**config.mk**
```make
export PLATFORM = sky130hd
export DESIGN_NAME = trig_ctrl
export DESIGN_NICKNAME = d
export VERILOG_FILES = /design/src/rtl/trig_ctrl.sv
export SDC_FILE = /design/constraint.sdc
export NUM_CORES = 1
export LEC_CHECK = 0
export BUFFER_PORTS_ARGS = -buffer_cell sky130_fd_sc_hd__buf_2
export CORE_ASPECT_RATIO = 0.8
export CORE_MARGIN = 4
export CORE_UTILIZATION = 35
export CTS_BUF_LIST = sky130_fd_sc_hd__clkbuf_4
export CTS_CLUSTER_SIZE = 24
export DETAILED_ROUTE_END_ITERATION = 12
export PLACE_DENSITY = 0.6
export SLEW_MARGIN = 10
export SYNTH_ARGS = -nofsm -noshare
export SYNTH_HDL_FRONTEND = slang
export SYNTH_SLANG_ARGS = --single-unit
```
**constraint.sdc**
```tcl
create_clock -name clk -period 5.9 [get_ports clk]
set_clock_uncertainty 0.1 [all_clocks]
set_input_delay 1.18 -clock clk [delete_from_list [all_inputs] [get_ports clk]]
set_output_delay 1.18 -clock clk [all_outputs]
set_load 0.01 [all_outputs]
```
**src/rtl/trig_ctrl.sv**
```systemverilog
// ---------------------------------------------------------------------------
// TrigCtrl : trigger controller sequencing the ADC capture engine
//
// Watches the live ADC sample stream on one of two channels and detects a
// level crossing using a hysteresis band around a programmable level.
// Depending on the selected polarity, a rising and/or falling crossing
// produces a one-clock trigger request towards the capture engine. The
// request is only issued while armed. Arming happens after a post-arm
// holdoff, and an optional auto-fire kicks in when no edge arrives within
// AUTO_TIMEOUT samples. The MCU re-arms the controller after readout.
//
// Ports:
//   clk         sample/system clock
//   rst         asynchronous reset, active-high
//   cfg[31:0]   [7:0] level, [11:8] hyst, [13:12] edge polarity
//               (00 none, 01 rising, 10 falling, 11 both),
//               [14] source (0 = A, 1 = B), [15] auto-fire enable,
//               [31:16] holdoff length in samples
//   sample_a    ADC channel A sample
//   sample_b    ADC channel B sample
//   sample_en   one-clock strobe per sample tick
//   arm         one-clock re-arm strobe from the MCU side
//   waiting     capture engine is waiting for a trigger
//   trigger_req one-clock trigger pulse to the capture engine
//   armed       controller is armed and looking for a trigger
//   triggered   controller has fired and is waiting for re-arm
//   auto_fired  the most recent fire was caused by the timeout
//   trig_count  number of trigger pulses issued (statistics build only)
//
// Build option:
//   TRIG_STATS_EN  when defined, trig_count is a saturating 16-bit count
//                  of trigger pulses. When undefined, trig_count is tied
//                  to zero and no counter is built.
// ---------------------------------------------------------------------------
module trig_ctrl #(
    parameter int                DW           = 8,
    parameter int                HOLD_W       = 16,
    parameter int                TO_W         = 24,
    parameter logic [TO_W-1:0]   AUTO_TIMEOUT = 24'd1000000
) (
    input  logic          clk,
    input  logic          rst,
    input  logic [31:0]   cfg,
    input  logic [DW-1:0] sample_a,
    input  logic [DW-1:0] sample_b,
    input  logic          sample_en,
    input  logic          arm,
    input  logic          waiting,
    output logic          trigger_req,
    output logic          armed,
    output logic          triggered,
    output logic          auto_fired,
    output logic [15:0]   trig_count
);

    // Threshold arithmetic is carried out one bit wider than a sample so
    // that level+hyst can be detected as overflowing the sample range.
    localparam int XW = DW + 1;
    localparam logic [XW-1:0]   SAT_MAX = XW'((1 << DW) - 1);
    localparam logic [TO_W-1:0] TO_LAST = AUTO_TIMEOUT - TO_W'(1);

    typedef enum logic [1:0] {
        IDLE    = 2'b00,
        HOLDOFF = 2'b01,
        ARMED   = 2'b10,
        FIRED   = 2'b11
    } state_t;

    // ------------------------------------------------------------------
    // Configuration field decode
    // ------------------------------------------------------------------
    logic [7:0]  w_level;
    logic [3:0]  w_hyst;
    logic [1:0]  w_edgeSel;
    logic        w_srcB;
    logic        w_autoEn;
    logic [15:0] w_holdoff;

    assign w_level   = cfg[7:0];
    assign w_hyst    = cfg[11:8];
    assign w_edgeSel = cfg[13:12];
    assign w_srcB    = cfg[14];
    assign w_autoEn  = cfg[15];
    assign w_holdoff = cfg[31:16];

    // ------------------------------------------------------------------
    // Registers
    // ------------------------------------------------------------------
    state_t            r_state;
    logic              r_above;
    logic              r_hit;
    logic [HOLD_W-1:0] r_holdCnt;
    logic [TO_W-1:0]   r_toCnt;
    logic              r_trigReq;
    logic              r_autoFired;

    // ------------------------------------------------------------------
    // Combinational nets
    // ------------------------------------------------------------------
    logic [DW-1:0] w_sample;
    logic [XW-1:0] w_sampleX;
    logic [XW-1:0] w_levelX;
    logic [XW-1:0] w_hystX;
    logic [XW-1:0] w_sum;
    logic [XW-1:0] w_hi;
    logic [XW-1:0] w_lo;
    logic          w_newAbove;
    logic          w_rise;
    logic          w_fall;
    logic          w_edgeHit;
    logic          w_timeoutHit;

    state_t        w_nextState;
    logic          w_fire;
    logic          w_autoFire;
    logic          w_holdLoad;
    logic          w_holdDec;
    logic          w_toClear;
    logic          w_toInc;

    // Pick the watched channel and widen everything to the threshold
    // width so the band edges can be computed without wrap-around.
    assign w_sample  = w_srcB ? sample_b : sample_a;
    assign w_sampleX = XW'(w_sample);
    assign w_levelX  = XW'(w_level);
    assign w_hystX   = XW'(w_hyst);
    assign w_sum     = w_levelX + w_hystX;

    // Upper band edge saturates at full scale, lower band edge at zero.
    assign w_hi = (w_sum > SAT_MAX) ? SAT_MAX : w_sum;
    assign w_lo = (w_levelX > w_hystX) ? (w_levelX - w_hystX) : '0;

    // Hysteresis comparator. The upper test is checked first so that with
    // a zero-width band a sample equal to the level counts as above.
    // Inside the band the previous decision is kept.
    always_comb begin
        w_newAbove = r_above;
        if (w_sampleX >= w_hi) begin
            w_newAbove = 1'b1;
        end else if (w_sampleX <= w_lo) begin
            w_newAbove = 1'b0;
        end
    end

    // An edge is a real change of the above flag, so moving the level or
    // band alone cannot trigger unless the flag actually toggles.
    assign w_rise    = ~r_above & w_newAbove;
    assign w_fall    = r_above & ~w_newAbove;
    assign w_edgeHit = (w_edgeSel[0] & w_rise) | (w_edgeSel[1] & w_fall);

    // Auto-fire fires on the sample tick that would complete the
    // timeout window.
    assign w_timeoutHit = sample_en & w_autoEn & (r_toCnt == TO_LAST);

    // Comparator register. It runs in every state so the hysteresis
    // history never has gaps, and it registers a one-clock edge flag that
    // the state machine consumes on the following clock. Keeping the edge
    // as a registered pulse gives the two-clock strobe-to-trigger latency.
    always_ff @(posedge clk or posedge rst) begin
        if (rst) begin
            r_above <= 1'b0;
            r_hit   <= 1'b0;
        end else begin
            if (sample_en) begin
                r_above <= w_newAbove;
            end
            r_hit <= sample_en & w_edgeHit;
        end
    end

    // Next-state and control decode for the trigger sequencer. A re-arm
    // strobe wins over everything, including a fire that would otherwise
    // happen in the same clock, and always restarts the holdoff. In
    // HOLDOFF the last counted sample moves straight to ARMED so that armed
    // rises right after the final holdoff sample; a zero holdoff arms on
    // the clock after the strobe. In ARMED an edge takes priority over the
    // timeout, and nothing happens at all while the capture engine is not
    // waiting, which also freezes the timeout counter.
    always_comb begin
        w_nextState = r_state;
        w_fire      = 1'b0;
        w_autoFire  = 1'b0;
        w_holdLoad  = 1'b0;
        w_holdDec   = 1'b0;
        w_toClear   = 1'b0;
        w_toInc     = 1'b0;

        if (arm) begin
            w_nextState = HOLDOFF;
            w_holdLoad  = 1'b1;
        end else begin
            case (r_state)
                IDLE: begin
                    w_nextState = IDLE;
                end

                HOLDOFF: begin
                    if (r_holdCnt == '0) begin
                        w_nextState = ARMED;
                        w_toClear   = 1'b1;
                    end else if (sample_en) begin
                        if (r_holdCnt == HOLD_W'(1)) begin
                            w_nextState = ARMED;
                            w_toClear   = 1'b1;
                        end else begin
                            w_holdDec = 1'b1;
                        end
                    end
                end

                ARMED: begin
                    if (waiting) begin
                        if (r_hit) begin
                            w_nextState = FIRED;
                            w_fire      = 1'b1;
                            w_autoFire  = 1'b0;
                        end else if (w_timeoutHit) begin
                            w_nextState = FIRED;
                            w_fire      = 1'b1;
                            w_autoFire  = 1'b1;
                        end else if (sample_en) begin
                            w_toInc = 1'b1;
                        end
                    end
                end

                FIRED: begin
                    w_nextState = FIRED;
                end

                default: begin
                    w_nextState = IDLE;
                end
            endcase
        end
    end

    // State register together with the holdoff and timeout counters and
    // the registered trigger outputs. The fire decision is registered so
    // the trigger pulse is glitch-free and lasts exactly one clock; since
    // firing always leaves ARMED, two back-to-back pulses cannot occur.
    always_ff @(posedge clk or posedge rst) begin
        if (rst) begin
            r_state     <= IDLE;
            r_holdCnt   <= '0;
            r_toCnt     <= '0;
            r_trigReq   <= 1'b0;
            r_autoFired <= 1'b0;
        end else begin
            r_state   <= w_nextState;
            r_trigReq <= w_fire;

            if (w_fire) begin
                r_autoFired <= w_autoFire;
            end

            if (w_holdLoad) begin
                r_holdCnt <= HOLD_W'(w_holdoff);
            end else if (w_holdDec) begin
                r_holdCnt <= r_holdCnt - HOLD_W'(1);
            end

            if (w_toClear) begin
                r_toCnt <= '0;
            end else if (w_toInc) begin
                r_toCnt <= r_toCnt + TO_W'(1);
            end
        end
    end

    assign trigger_req = r_trigReq;
    assign armed       = (r_state == ARMED);
    assign triggered   = (r_state == FIRED);
    assign auto_fired  = r_autoFired;

`ifdef TRIG_STATS_EN
    logic [15:0] r_trigCount;

    // Trigger statistics: counts every issued pulse, sticks at full scale
    // instead of wrapping, and is only cleared by reset (re-arm keeps it).
    always_ff @(posedge clk or posedge rst) begin
        if (rst) begin
            r_trigCount <= '0;
        end else if (w_fire && (r_trigCount != 16'hFFFF)) begin
            r_trigCount <= r_trigCount + 16'd1;
        end
    end

    assign trig_count = r_trigCount;
`else
    assign trig_count = '0;
`endif

endmodule

```
==> reports/metrics.yaml <==
run_status:
  run_status: "complete, no violations"
power_and_ir_drop:
  cell_internal_pwr_mw: 0.457
  clock_power_share_pct: 21.9
  switching_share_pct: 31.9
  total_net_switching_power_mw: 0.214
  share_comb_of_total_power_pct: 26.7
  p_seq_share_pct: 51.4
  power.density_cell_area_nw_per_um2: 171
  ir_drop_uv: 77.8
  report.power.total_mw: 0.672
  p_leak_nw: 1.81
setup_path:
  timing.setup.critical_path_class: "input port to flip-flop"
  r2r.worst_path.cells: 7
  critical_path_arrival_ns: 4.16
  r2r-end: "r_toCnt[0]"
  critPathCapture: "r_hit"
  cell_with_the_biggest_individual_delay_on_the_critical_path: "sky130_fd_sc_hd__a211oi_1"
  reg2reg_from: "r_holdCnt[8]"
  flop2flop_setup_slack_ns: 2.78
  critPathMaxStageDelay_ns: 0.38
  critPathLaunchType: "input port"
  launch_point_of_the_worst_path: "cfg[10]"
  crit_path_end_kind: "flip-flop"
  critical_path_required_ns: 6.09
  path_cells: "buf_2 -> inv_1 -> ha_1 -> inv_1 -> o21bai_1 -> a211o_1 -> a21o_1 -> nand2_1 -> ha_1 -> nor2b_1 -> o21bai_1 -> a31oi_1 -> a211o_1 -> a211oi_1 -> mux2i_1"
  critical_path_peak_fanout: 7
clocking:
  worst_skew_pair.late_latency_ns: 0.35
  cell_at_the_root_of_the_clock_tree: "sky130_fd_sc_hd__clkbuf_4"
  cts_htree_levels: 2
  cts.repair_timing.setup_buffer_count: 0
  cts.hold.buffers_added: 0
  numCtsBuffers: 5
  ctsResizeCount: 0
  cts_buffer_depth: 2
  clock_sink_count: 46
  cts.clk_slew.worst_paths_ns: 0.13
  cts_tree: "yes"
yosys:
  synth_area_leader_cell: "sky130_fd_sc_hd__dfrtp_1"
  xor_xnor_cell_area_share_of_the_yosys_netlist_pct: 10.9
  syn_area_um2: 3540
  post_synth_inst_count: 410
  ys_warn_count: 0
  synth.avg_cell_area_um2: 8.64
  synth_edf_count: 0
  async_flop_share_pct: 100
  synth_top_flop_cell: "sky130_fd_sc_hd__dfrtp_1"
  combinational_family_with_the_most_area_after_synthesis: "simple AND/OR/NAND/NOR gates"
  post_synth_main_area_contributors: "sky130_fd_sc_hd__dfrtp_1 33%, sky130_fd_sc_hd__ha_1 9.5%, sky130_fd_sc_hd__xnor2_1 7.7%"
  synth_compound_gate_area_share_pct: 9.86
  synth_top_area_share_pct: 32.5
  seq_area_frac_synth_pct: 32.5
  synth_adder_area_share_pct: 10.7
  post_synth_and_or_nand_nor_area_fraction_pct: 25.6
  postSynthRegisterBits: 46
  synthMuxAreaShare_pct: 3.67
  yosysUniqueCellTypes: 48
timing:
  timing.final.setup_violations: 0
  slew_headroom_pct: 57.6
  final_period_demand_of_the_worst_path_ns: 3.97
  rsz0062_at_grt: "false"
  upper_clock_frequency_limit_mhz: 252
  pins_over_their_slew_limit: 0
  timing.final.ws_setup_ns: 1.93
  share_of_the_cycle_needed_by_the_critical_path_after_routing_pct: 67.3
  final-hold-violation-count: 0
  worst_pin_slew_ns: 0.634
  setup_total_negative_slack_ns: 0
  fin_hold_ws_ns: 0.434
route:
  routed_via_density: 4.91
  dr_total_vias: 2928
  wl_per_cell_um: 13.0
  first_iter_violations: 120
  detail-route-antenna-nets: 0
  routed_wirelength_um: 7740
  detailedRoute.firstPassIterationCount: 4
  detail_route.drc_violations: 0
hold_path:
  worstHoldPathCells: 1
  holdCritStartpoint: "r_toCnt[21]"
  min_delay_path_class: "flip-flop to flip-flop"
floorplan:
  initial_util_pct: 36.2
  die_w_um: 120
  die-height_um: 98.0
  row_count: 32
  core_area_um2: 9770
  die-area_um2: 11800
  ioPinCount: 73
cells_and_area:
  post-route-util_pct: 40.3
  nNetsFinal: 541
  multi_input_area_um2: 2210
  syn_to_final_growth_pct: 11.2
  seqCellArea_um2: 1150
  post_route_cells_drive_above_1_share_pct: 17.0
  nFillCells: 1028
  antenna_diode_count: 0
placed_design:
  pre_cts_worst_setup_slack_ns: 1.53
  io_buffer_count: 56
  detailedPlacementHpwl_um: 6050
  gp_congestion: 0.848
grt:
  grt.total_usage_pct: 12.9
  pin_count_of_the_biggest_net_entering_global_routing: 47
  global_route.overflow_total: 0
  grt_pass1_vias: 2815
  number_of_antenna_violations_at_the_first_check_in_global_routing: 0
  grt_first_pass_wirelength_um: 12900
flow_run:
  cap_violations: 0
[area by class of cell]
type | instances | share of cell area, %
Clock buffer | 6 | 1.14
Tap cell | 136 | 4.32
Sequential cell | 46 | 29.2
Inverter | 15 | 1.43
Multi-Input combinational cell | 333 | 56.1
Timing Repair Buffer | 58 | 7.50
Clock inverter | 2 | 0.223
[worst min path at each step]
stage | to | slack (ns)
floorplan | auto_fired | 0.36
global placement | r_toCnt[1] | 0.40
detailed placement | r_toCnt[21] | 0.41
CTS | r_toCnt[21] | 0.43
global route | r_toCnt[1] | 0.47
finish | r_toCnt[21] | 0.43
[placed cells by master (no fill, tap or decap), types with 6 or more instances in the layout]
| master | n |
|---|---|
| sky130_fd_sc_hd__xnor2_1 | 31 |
| sky130_fd_sc_hd__nor2b_1 | 7 |
| sky130_fd_sc_hd__nand2_1 | 39 |
| sky130_fd_sc_hd__nand3_1 | 12 |
| sky130_fd_sc_hd__nand4_1 | 15 |
| sky130_fd_sc_hd__inv_1 | 14 |
| sky130_fd_sc_hd__dfrtp_1 | 46 |
| sky130_fd_sc_hd__o21ai_0 | 21 |
| sky130_fd_sc_hd__buf_2 | 56 |
| sky130_fd_sc_hd__nor2_1 | 47 |
| sky130_fd_sc_hd__xor2_1 | 13 |
| sky130_fd_sc_hd__conb_1 | 16 |
| sky130_fd_sc_hd__nor4_1 | 10 |
| sky130_fd_sc_hd__mux2_2 | 8 |
| sky130_fd_sc_hd__ha_1 | 27 |
| sky130_fd_sc_hd__and3_1 | 6 |
| sky130_fd_sc_hd__clkbuf_4 | 6 |
| sky130_fd_sc_hd__nor3_1 | 12 |
| sky130_fd_sc_hd__a21oi_1 | 14 |
[power groups by stage]
stage,clock network (mW),registers [mW],logic (mW)
global placement,0,0.351,0.174
finish,0.147,0.345,0.179
CTS,0.156,0.345,0.182
global route,0.168,0.348,0.206
detailed placement,0,0.352,0.180
floorplan,0,0.347,0.138
[worst max-delay path: cells and delay by family]
family / cells / cell delay [ns]
compound gates: 7 / 1.65
fa+ha+maj: 2 / 0.66
buf+inv: 3 / 0.22
mux: 1 / 0.22
simple gates: 2 / 0.23
[flip-flops by register name, indices dropped and copies added (netlist names)]
name and count:
r_state 2, r_toCnt 24, r_holdCnt 16, r_above 1, auto_fired 1, r_hit 1
trigger_req 1
[synth_stat cells (7+ instances only)]
master	number
sky130_fd_sc_hd__xor2_1	13
sky130_fd_sc_hd__ha_1	27
sky130_fd_sc_hd__dfrtp_1	46
sky130_fd_sc_hd__o21ai_0	21
sky130_fd_sc_hd__xnor2_1	31
sky130_fd_sc_hd__nor2b_1	7
sky130_fd_sc_hd__nand4_1	15
sky130_fd_sc_hd__inv_1	15
sky130_fd_sc_hd__nor2_1	47
sky130_fd_sc_hd__clkbuf_1	11
sky130_fd_sc_hd__nor3_1	12
sky130_fd_sc_hd__nand2_1	39
sky130_fd_sc_hd__buf_4	16
sky130_fd_sc_hd__nand3_1	12
sky130_fd_sc_hd__nor4_1	10
sky130_fd_sc_hd__a21oi_1	14
sky130_fd_sc_hd__mux2_2	8
[cell families (layout without fill, tap and decap cells)]
kind of cell | after synthesis | in the layout
AOI/OAI and AO/OA | 57 | 57
xor gates and xnor gates | 44 | 44
adders and majority gates | 29 | 29
buffers and inverters | 46 | 81
DFF | 46 | 46
muxes | 12 | 12
other | 1 | 16
and+or+nand+nor | 175 | 175
[metal layers]
metal | global-route usage (%) | share of wire (%)
met1 | 17.8 | 50
met2 | 21.7 | 44
met3 | 1.91 | 5.1
met4 | 2.61 | 0.75
met5 | 0 | 0
[stage by stage]
step,area [µm²],cells
floorplan,3600,425
global placement,3880,588
detailed placement,3880,588
CTS,3940,596
global route,3940,596
finish,3940,596
Note: power is estimated with default switching activity, not from simulation.
